[src/rtl/data_mem_responder_pkg.sv]
// Shared CPU package: responder FSM states, default sizing
// and the address legality check used by the data memory.
package data_mem_responder_pkg;

   localparam int DEPTH_DEF   = 32;
   localparam int LATENCY_DEF = 4;

   typedef enum logic [1:0] {
      IDLE,
      WAIT,
      RESP
   } state_t;

   // Misaligned or beyond the last word.
   function automatic logic addr_err(
      input logic [31:0] a,
      input int          depth
   );
      return (a[1:0] != 2'b00) ||
             (a[31:2] >= 30'(depth));
   endfunction

endpackage

[src/rtl/data_mem_responder_if.sv]
// CPU-side request/response bus of the data memory responder.
// The CPU drives the master side, the responder the slave side.
interface data_mem_responder_if;

   logic        req_i;
   logic        we_i;
   logic [31:0] addr_i;
   logic [31:0] wdata_i;
   logic        ack_o;
   logic [31:0] rdata_o;
   logic        err_o;
   logic        busy_o;

   modport master (
      output req_i, we_i, addr_i, wdata_i,
      input  ack_o, rdata_o, err_o, busy_o
   );

   modport slave (
      input  req_i, we_i, addr_i, wdata_i,
      output ack_o, rdata_o, err_o, busy_o
   );

endinterface

[src/rtl/data_mem_responder_mem_array.sv]
// Word storage: synchronous write port, registered read port.
// Only the read register is reset; the array keeps its contents.
module mem_array
   import data_mem_responder_pkg::*;
#(
   parameter int DEPTH = DEPTH_DEF,
   parameter int AW    = $clog2(DEPTH)
) (
   input  logic          clk,
   input  logic          rst,
   input  logic          we,
   input  logic [AW-1:0] waddr,
   input  logic [31:0]   wdata,
   input  logic          re,
   input  logic          rclr,
   input  logic [AW-1:0] raddr,
   output logic [31:0]   rdata
);

   logic [31:0] mem [DEPTH];

   always_ff @(posedge clk) begin
      if (we) begin
         mem[waddr] <= wdata;
      end
   end

   // Error acks clear the read register.
   always_ff @(posedge clk) begin
      if (rst) begin
         rdata <= '0;
      end else if (rclr) begin
         rdata <= '0;
      end else if (re) begin
         rdata <= mem[raddr];
      end
   end

endmodule

[src/rtl/data_mem_responder.sv]
// Fixed-latency data memory responder: accepts one request,
// acks it LATENCY cycles later, back-to-back from RESP.
module data_mem_responder
   import data_mem_responder_pkg::*;
#(
   parameter int DEPTH   = DEPTH_DEF,
   parameter int LATENCY = LATENCY_DEF
) (
   input logic           clk_i,
   input logic           rst_i,
   data_mem_responder_if.slave bus
);

   localparam int AW     = $clog2(DEPTH);
   localparam bit DIRECT = (LATENCY == 1);

   state_t      state;
   logic [3:0]  cnt;
   logic [31:0] addr_q;
   logic [31:0] wdata_q;
   logic        we_q;

   logic        accept;
   logic        go_now;
   logic        go_wait;
   logic        enter_resp;
   logic        op_we;
   logic        op_err;
   logic [31:0] op_addr;
   logic [31:0] op_wdata;

   assign accept  = bus.req_i &&
                    (state == IDLE || state == RESP);
   assign go_now  = accept && DIRECT;
   assign go_wait = (state == WAIT) && (cnt == 4'd1);

   // Single-cycle latency completes straight from the bus.
   assign op_we    = go_now ? bus.we_i    : we_q;
   assign op_addr  = go_now ? bus.addr_i  : addr_q;
   assign op_wdata = go_now ? bus.wdata_i : wdata_q;
   assign op_err   = addr_err(op_addr, DEPTH);

   assign enter_resp = !rst_i && (go_now || go_wait);

   mem_array #(
      .DEPTH (DEPTH),
      .AW    (AW)
   ) u_mem (
      .clk   (clk_i),
      .rst   (rst_i),
      .we    (enter_resp && op_we && !op_err),
      .waddr (op_addr[AW+1:2]),
      .wdata (op_wdata),
      .re    (enter_resp && !op_we && !op_err),
      .rclr  (enter_resp && op_err),
      .raddr (op_addr[AW+1:2]),
      .rdata (bus.rdata_o)
   );

   always_ff @(posedge clk_i) begin
      if (rst_i) begin
         state      <= IDLE;
         cnt        <= '0;
         addr_q     <= '0;
         wdata_q    <= '0;
         we_q       <= 1'b0;
         bus.ack_o  <= 1'b0;
         bus.err_o  <= 1'b0;
         bus.busy_o <= 1'b0;
      end else begin
         bus.ack_o  <= 1'b0;
         bus.err_o  <= 1'b0;
         bus.busy_o <= 1'b0;
         unique case (state)
            IDLE, RESP: begin
               if (bus.req_i) begin
                  addr_q  <= bus.addr_i;
                  wdata_q <= bus.wdata_i;
                  we_q    <= bus.we_i;
                  if (DIRECT) begin
                     state     <= RESP;
                     bus.ack_o <= 1'b1;
                     bus.err_o <= op_err;
                  end else begin
                     state      <= WAIT;
                     cnt        <= 4'(LATENCY - 1);
                     bus.busy_o <= 1'b1;
                  end
               end else begin
                  state <= IDLE;
               end
            end
            WAIT: begin
               if (cnt == 4'd1) begin
                  state     <= RESP;
                  cnt       <= '0;
                  bus.ack_o <= 1'b1;
                  bus.err_o <= op_err;
               end else begin
                  cnt        <= cnt - 4'd1;
                  bus.busy_o <= 1'b1;
               end
            end
            default: begin
               state <= IDLE;
            end
         endcase
      end
   end

endmodule

[src/flat_wrapper.sv]
// flat-port wrapper written by rule: the top's interface ports become plain ports
module data_mem_responder_flat import data_mem_responder_pkg::*;
#(
   parameter int DEPTH   = DEPTH_DEF,
   parameter int LATENCY = LATENCY_DEF
)
  (clk_i, rst_i, bus_req_i, bus_we_i, bus_addr_i, bus_wdata_i, bus_ack_o, bus_rdata_o, bus_err_o, bus_busy_o);
  data_mem_responder_if bus_i ();
  input logic clk_i;
  input logic rst_i;
  input wire logic [$bits(bus_i.req_i)-1:0] bus_req_i;
  input wire logic [$bits(bus_i.we_i)-1:0] bus_we_i;
  input wire logic [$bits(bus_i.addr_i)-1:0] bus_addr_i;
  input wire logic [$bits(bus_i.wdata_i)-1:0] bus_wdata_i;
  output wire logic [$bits(bus_i.ack_o)-1:0] bus_ack_o;
  output wire logic [$bits(bus_i.rdata_o)-1:0] bus_rdata_o;
  output wire logic [$bits(bus_i.err_o)-1:0] bus_err_o;
  output wire logic [$bits(bus_i.busy_o)-1:0] bus_busy_o;
  assign bus_i.req_i = bus_req_i;
  assign bus_i.we_i = bus_we_i;
  assign bus_i.addr_i = bus_addr_i;
  assign bus_i.wdata_i = bus_wdata_i;
  assign bus_ack_o = bus_i.ack_o;
  assign bus_rdata_o = bus_i.rdata_o;
  assign bus_err_o = bus_i.err_o;
  assign bus_busy_o = bus_i.busy_o;
  data_mem_responder #(.DEPTH(DEPTH), .LATENCY(LATENCY)) u_core (.clk_i(clk_i), .rst_i(rst_i), .bus(bus_i));
endmodule
[config.mk]
export PLATFORM = sky130hd
export DESIGN_NAME = data_mem_responder_flat
export DESIGN_NICKNAME = d
export VERILOG_FILES = /design/src/rtl/data_mem_responder_pkg.sv /design/src/rtl/data_mem_responder_if.sv /design/src/rtl/data_mem_responder_mem_array.sv /design/src/rtl/data_mem_responder.sv /design/src/flat_wrapper.sv
export SDC_FILE = /design/constraint.sdc
export NUM_CORES = 1
export LEC_CHECK = 0
export ABC_AREA = 1
export BUFFER_PORTS_ARGS = -buffer_cell sky130_fd_sc_hd__buf_2
export CORE_MARGIN = 4
export CORE_UTILIZATION = 28
export CTS_CLUSTER_DIAMETER = 30
export DETAILED_ROUTE_END_ITERATION = 12
export SLEW_MARGIN = 20
export SYNTH_ARGS = -nofsm -noshare
export SYNTH_HDL_FRONTEND = slang
export SYNTH_HIERARCHICAL = 1
export SYNTH_SLANG_ARGS = --single-unit
[constraint.sdc]
create_clock -name clk_i -period 4.8 [get_ports clk_i]
set_input_delay 0.48 -clock clk_i [delete_from_list [all_inputs] [get_ports clk_i]]
set_output_delay 0.48 -clock clk_i [all_outputs]
set_load 0.01 [all_outputs]
==> impl_results.md, run 1 <==
- Xor/xnor cell area share of the yosys netlist: 0
- Grt ovf: 0
- FF+latch area: 0.0329 sq mm
- CTS buffer count: 211
- Cell Pwr Density: 503 mW/mm^2
- Synthesized instance count: 3919
- Synth Area in Simple Gates: 0.217
- Mean routed wirelength per cell: 20.6 microns
- Placeable Area: 0.161 sq mm
- Later-pin clock latency in the skew report: 0.79 ns
- Initial Util: 0.282
- Row cnt: around 150
- Largest net degree at the start of global routing: 205
- Clk slew on worst S/H paths: 0.05 ns
- Antenna-violating nets left: 0
- CTS tree: built
- Multiplexer share of the synthesized area: 0
- Pre-CTS setup slack: roughly 1.7 ns
- Post-synth net total: 3989
- # nets final: 4199
- Final hold violations: 0
- Final setup fails: 0
- Arrival @ worst endpoint: 3.66 ns
- Area growth syn-to-layout: 23.5%
- MaxCap Viol Count: 0
- CP max stage delay: between 0.6 and 0.7 ns
- Vias in the first global route: 30800
- Vias per inst: about 4.8
- Largest family of logic cells by synthesized area: simple AND/OR/NAND/NOR gates
- Most frequent cells in the layout: nand2_1, edfxtp_1, nand3_1, clkbuf_16, nor2_1
- Slew Limit Fails: 0
- Yosys Warn Count: 6
- Post-Syn Area: ~0.046 sq mm
- Non-filler cells, final: ~6500
- Achievable Freq: 0.315 GHz
- Avg Cell Area, Syn: 11.6 sq um
- Adder-Cell Fraction of Synth Area: 0.000550
- CTS root buf: clkbuf_16
- Placed cell count: 6015
- Worst min-delay path category: in -> reg
- Setup TNS: 0 ns
- Reg2reg setup slack: 1.62 ns
- CTS H-Tree Depth: 4
- DRT iter0 DRCs: between 3000 and 4000
- Layout cells sized above 1: 0.151
- Setup Skew: 0.0299 ns
- CP Cell Sequence: inv_1 -> ha_1 -> nand3_1 -> nor3_4 -> nand2_1 -> nor2_1 -> nand3_1 -> buf_4 -> nor2_4 -> buf_4
- Max VDD drop: 0.363 mV
- CP Launch Type: flip-flop
- Detail Placement HPWL: about 76000 microns
- Outcome: finished clean
- Wire length of the first global-routing pass: 197000 microns
- Worst Path Max Fanout: 22
- Filler cells: 15800
- Chip height: 411 microns
- Final period utilization: 0.662
- Fin crit period: 3.18 ns
- Slew headroom: 0.205
- Vias: 31200
- CP max stage cell: nor2_4
- Delay-heaviest family, CP: simple AND/OR/NAND/NOR gates
- Overall routing resource usage: 0.153
- Buffers and inverters on the worst path: 3
- Initial DRT Pass Iterations: 6
- Unrepaired setup endpoints after global routing: false
- Final wirelength: 133000 microns
- Port Buf Inserts: ~100
- Most common cell after layout, fill and taps aside: nand2_1
- Pleak: 20.6 nW
- Residual DRC: 0
- Longest Clk Path Bufs: 3
- Post-CTS Setup Inserts: 0
- Setup crit end kind: flip-flop
- Die area: roughly 0.17 sq mm
- Num ports: 103
- Initial antenna violation count: 7
- Die Width: 411 microns
- RePlAce Congestion: 0.826
- Number of distinct library cells after synthesis: 26
- Share of the yosys chip area belonging to registers: 0.722
- Synth Area in Compound Gates: 0.0199
- Critical path class: reg -> reg
- Multi-input logic area: approximately 0.011 sq mm
- Final setup margin: approximately 1.6 ns
- Synth Register Bits: 1130
- CTS Sinks: 1130
- Total power: 0.0283 W
- Data required time of the critical path: approximately 5.3 ns
- Measured slew at the worst slew-check pin: 1.19 ns
- Final Util: 0.349
[final timing paths]
path | from | depth (start not counted) | end
max | u_core/cnt[1]$_SDFFE_PP0P_ | 10 | u_core/u_mem/mem[22][7]$_DFFE_PP_
min | bus_addr_i[3] | 3 | u_core/addr_q[3]$_SDFFE_PP0P_
max reg2reg | u_core/cnt[1]$_SDFFE_PP0P_ | 10 | u_core/u_mem/mem[22][7]$_DFFE_PP_
min reg2reg | u_core/addr_q[1]$_SDFFE_PP0P_ | 2 | u_core/addr_q[1]$_SDFFE_PP0P_
[cells in the mapped netlist]
cell      instances  area, sq um
buf_6            53          597
inv_1            35          131
inv_2             5         18.8
clkbuf_2          2         10.0
nor2_4            1         11.3
buf_2            91          455
dfxtp_1         106         2120
buf_8             2         30.0
inv_8             1         11.3
buf_1            12         45.0
edfxtp_1       1024        30700
buf_4            49          368
nor2_1          149          559
nor3_1            2         10.0
nand2_2           1         6.26
o21ai_0          89          445
nand2_1        1340         5030
ha_1              2         25.0
nor3_4            1         16.3
a21oi_1          25          125
nand2_4           1         11.3
o21ai_1           4         20.0
nand3_1         849         4250
a21oi_2          30          263
clkbuf_1         39          146
o21ai_2           6         52.6
[cell type report]
type	count	area share
repair buffers	245	0.0327
clock inverters	165	0.0364
well taps	2160	0.0481
diodes	5	0.000223
flip-flops and latches	1130	0.586
inverters	41	0.00327
multi-input cells	2500	0.197
clock buffers	236	0.0963
[where the power goes]
part	switching (W)	internal (W)	total, W	leakage, nW
sequential	0.000379	0.0109	0.0113	10.4
clock	0.00510	0.0101	0.0152	3.59
combinational	0.00126	0.000486	0.00174	6.61
[routing by layer]
layer	global-route usage	wire length, microns
met1	0.202	55500
met2	0.239	61000
met3	0.0420	12200
met4	0.0624	4540
met5	0	13
[repair_timing]
item / 4_1_cts / 5_1_grt
gates resized for setup: 0 / 0
hold endpoints to repair: 64 / 0
hold buffers: 61 / 0
[stage by stage]
step                hold WS, ns  cell area, sq um
detailed placement        0.444             48100
finish                   0.0741             56200
floorplan                 0.429             45500
global route             0.0417             56200
CTS                    0.000552             56200
global placement          0.450             48100
[registers in the layout, indices dropped and copies added (netlist names)]
signal / flops
u_core/u_mem/mem: 1024
u_core/addr_q: 32
u_core/op_wdata: 32
u_core/u_mem/rdata: 32
u_core/cnt: 4
u_core/state: 2
u_core/bus.ack_o: 1
u_core/bus.busy_o: 1
u_core/bus.err_o: 1
u_core/op_we: 1
[kinds of logic (layout without fill, tap and decap cells)]
family,after synthesis,count (layout)
AOI/OAI and AO/OA,154,154
adders and majority gates,2,2
buffers and inverters,289,687
DFF,1130,1130
other,0,5
and+or+nand+nor,2344,2344
[tightest hold or removal path, stage by stage]
cell,delay (ns)
buf_2,0.08
o21ai_1,0.10
nor2_1,0.13
Note: power is estimated with default switching activity, not from simulation.
==> run 2, diff against run 1 <==
==> constraint.sdc (replaced) <==
create_clock -name clk_i -period 2.8 [get_ports clk_i]
set_input_delay 0.28 -clock clk_i [delete_from_list [all_inputs] [get_ports clk_i]]
set_output_delay 0.28 -clock clk_i [all_outputs]
set_load 0.01 [all_outputs]
==> impl_results.md, run 2 (synthesized netlist as in run 1, its figures left out) <==
- FF+latch area: 0.0329 sq mm (about the same)
- Total power: 0.0483 W (+71%)
- CTS tree: built
- Register bank with the most flops: u_core/u_mem/mem
- CTS Sinks: 1130 (unchanged)
- Most common cell after layout, fill and taps aside: nand2_1
- CP Cell Sequence: inv_1 -> ha_1 -> nand3_1 -> nor3_4 -> nand2_1 -> nor2_1 -> buf_4 -> nand3_1 -> buf_4 -> nor2_4 -> clkbuf_16
- Outcome: finished clean
- MaxCap Viol Count: 0 (unchanged)
- Later-pin clock latency in the skew report: 0.81 ns (+0.02 ns)
- Placed cell count: 6087 (+1.2%)
- Hold Path Cell Cnt: 3 (unchanged)
- Slew headroom: 0.234 (+0.0290)
- Mean routed wirelength per cell: 20.1 microns (-2.0%)
- CTS H-Tree Depth: 4 (unchanged)
- WHS Endpoint: u_core/addr_q[5]$_SDFFE_PP0P_
- Critical hold path startpoint: bus_addr_i[5]
- Clk slew on worst S/H paths: 0.05 ns (about the same)
- Setup Skew: 0.0452 ns (+0.0153 ns)
- Die area: 0.169 sq mm (unchanged)
- Most frequent cells in the layout: nand2_1, edfxtp_1, nand3_1, clkbuf_16, nor2_1
- Chip height: 411 microns (unchanged)
- Data required time of the critical path: 3.29 ns (-1.99 ns)
- Worst r2r path cells: 11 (+1)
- Final hold violations: 0 (unchanged)
- Setup TNS: 0 ns (unchanged)
- Pleak: 21.2 nW (+2.9%)
- Longest Clk Path Bufs: 3 (unchanged)
- Detail Placement HPWL: 77800 microns (+2.5%)
- Final wirelength: 132000 microns (-0.89%)
- Area growth syn-to-layout: 26.4%
- RePlAce Congestion: 0.836 (+1.3%)
- Vias in the first global route: 30500 (-1.0%)
- Cell Pwr Density: 840 mW/mm^2 (+67%)
- Initial antenna violation count: 2 (-5)
- Critical path class: reg -> reg
- Antenna-violating nets left: 0 (unchanged)
- Slew Limit Fails: 0 (unchanged)
- Largest net degree at the start of global routing: 112 (-45%)
- Placeable Area: 0.161 sq mm (unchanged)
- Die Width: 411 microns (unchanged)
- DRT iter0 DRCs: 3432 (+1.3%)
- Vias per inst: 4.79 (-0.42%)
- Initial Util: 0.282 (unchanged)
- Residual DRC: 0 (unchanged)
- Unrepaired setup endpoints after global routing: false
- Layout cells sized above 1: 0.164 (+0.0128)
- Max reg flops: 1024 (unchanged)
- Non-filler cells, final: 6555 (+1.1%)
- Grt ovf: 0 (unchanged)
- Final period utilization: 0.936 (+0.274)
- Multi-input logic area: 0.0111 sq mm (unchanged)
- Port Buf Inserts: 102 (unchanged)
- Wire length of the first global-routing pass: 196000 microns (-0.29%)
- Achievable Freq: 0.381 GHz (+21%)
- Row cnt: 147 (unchanged)
- Filler cells: 15600 (-0.70%)
- # nets final: 4281 (+2.0%)
- Vias: 31400 (+0.70%)
- Reg2reg end: u_core/u_mem/mem[5][9]$_DFFE_PP_
- Setup crit end kind: flip-flop
- Initial DRT Pass Iterations: 6 (unchanged)
- CP Launch Type: flip-flop
- Max VDD drop: 0.622 mV (+72%)
- Num ports: 103 (unchanged)
- Worst min-delay path category: in -> reg
- Measured slew at the worst slew-check pin: 1.15 ns (-0.0434 ns)
- Final setup fails: 0 (unchanged)
- Buffers and inverters on the worst path: 4 (+1)
- CTS buffer count: 205 (-2.8%)
- Worst Path Max Fanout: 16 (-27%)
- Fin crit period: 2.62 ns (-0.556 ns)
- Delay-heaviest family, CP: simple AND/OR/NAND/NOR gates
- CTS root buf: clkbuf_16
- Reg2reg setup slack: 0.18 ns (-1.44 ns)
- Overall routing resource usage: 0.153 (-0.000790)
- CP max stage delay: 0.32 ns (-0.37 ns)
- CP max stage cell: dfxtp_1
- Worst r2r src: u_core/cnt[1]$_SDFFE_PP0P_
- Post-CTS Setup Inserts: 0 (unchanged)
- Arrival @ worst endpoint: 3.11 ns (-0.55 ns)
-- run 2: what timing repair did --
| item | CTS | global route |
|---|---|---|
| endpoints found under the setup margin | 0 | 5 |
| hold buffers | 76 | 0 |
| gates resized for setup | 0 | 1 |
| endpoints found under the hold margin | 69 | 0 |
-- run 2: tightest hold or removal path: cells and delay by family --
kind                   cells  cell delay (ns)
AO/OA/AOI/OAI              1             0.18
AND/OR/NAND/NOR            1             0.31
buffers and inverters      1             0.07
-- run 2: layer usage --
layer,routed length [microns],GRT usage,share of wire,up-vias
met4,3580,0.0563,0.027,0
met1,57200,0.211,0.43,15500
met2,61100,0.241,0.46,1338
li1,-,-,-,14400
met3,10100,0.0266,0.076,194
met5,0,0,0,-
-- run 2: layout make-up --
type / instances / area share
clock inverters: 158 / 0.0360
inverters: 41 / 0.00318
diodes: 1 / 0.0000435
well taps: 2160 / 0.0470
clock buffers: 232 / 0.0917
multi-input cells: 2500 / 0.193
repair buffers: 333 / 0.0569
flip-flops and latches: 1130 / 0.573
-- run 2: worst max-delay path by stage --
| stage | cells after the start | end | slack [ns] | start |
|---|---|---|---|---|
| after CTS | 11 | u_core/u_mem/mem[4][29]$_DFFE_PP_ | 0.20 | u_core/cnt[1]$_SDFFE_PP0P_ |
| after floorplan | 8 | u_core/u_mem/mem[31][0]$_DFFE_PP_ | -0.34 | u_core/cnt[1]$_SDFFE_PP0P_ |
| after global routing | 11 | u_core/u_mem/mem[5][9]$_DFFE_PP_ | 0.004 | u_core/cnt[1]$_SDFFE_PP0P_ |
| after detailed placement | 11 | u_core/u_mem/mem[17][25]$_DFFE_PP_ | 0.26 | u_core/cnt[1]$_SDFFE_PP0P_ |
| final | 11 | u_core/u_mem/mem[5][9]$_DFFE_PP_ | 0.18 | u_core/cnt[1]$_SDFFE_PP0P_ |
| after global placement | 11 | u_core/u_mem/mem[17][28]$_DFFE_PP_ | 0.33 | u_core/cnt[1]$_SDFFE_PP0P_ |
-- run 2: per-stage QoR --
step / setup slack (ns) / area, sq um / hold slack (ns) / utilization
detailed placement: 0.260 / 49400 / 0.447 / 0.306
finish: 0.179 / 57500 / 0.138 / 0.357
floorplan: -0.343 / 45500 / 0.349 / -
global placement: 0.329 / 49400 / 0.445 / 0.306
CTS: 0.198 / 57500 / 0.00497 / 0.357
global route: 0.00449 / 57500 / 0.0611 / 0.357
-- run 2: power by group --
group / internal, W / switching [W]
Combinational: 0.000982 / 0.00223
Sequential: 0.0187 / 0.000542
Clock: 0.0171 / 0.00879
Total: 0.0367 / 0.0116
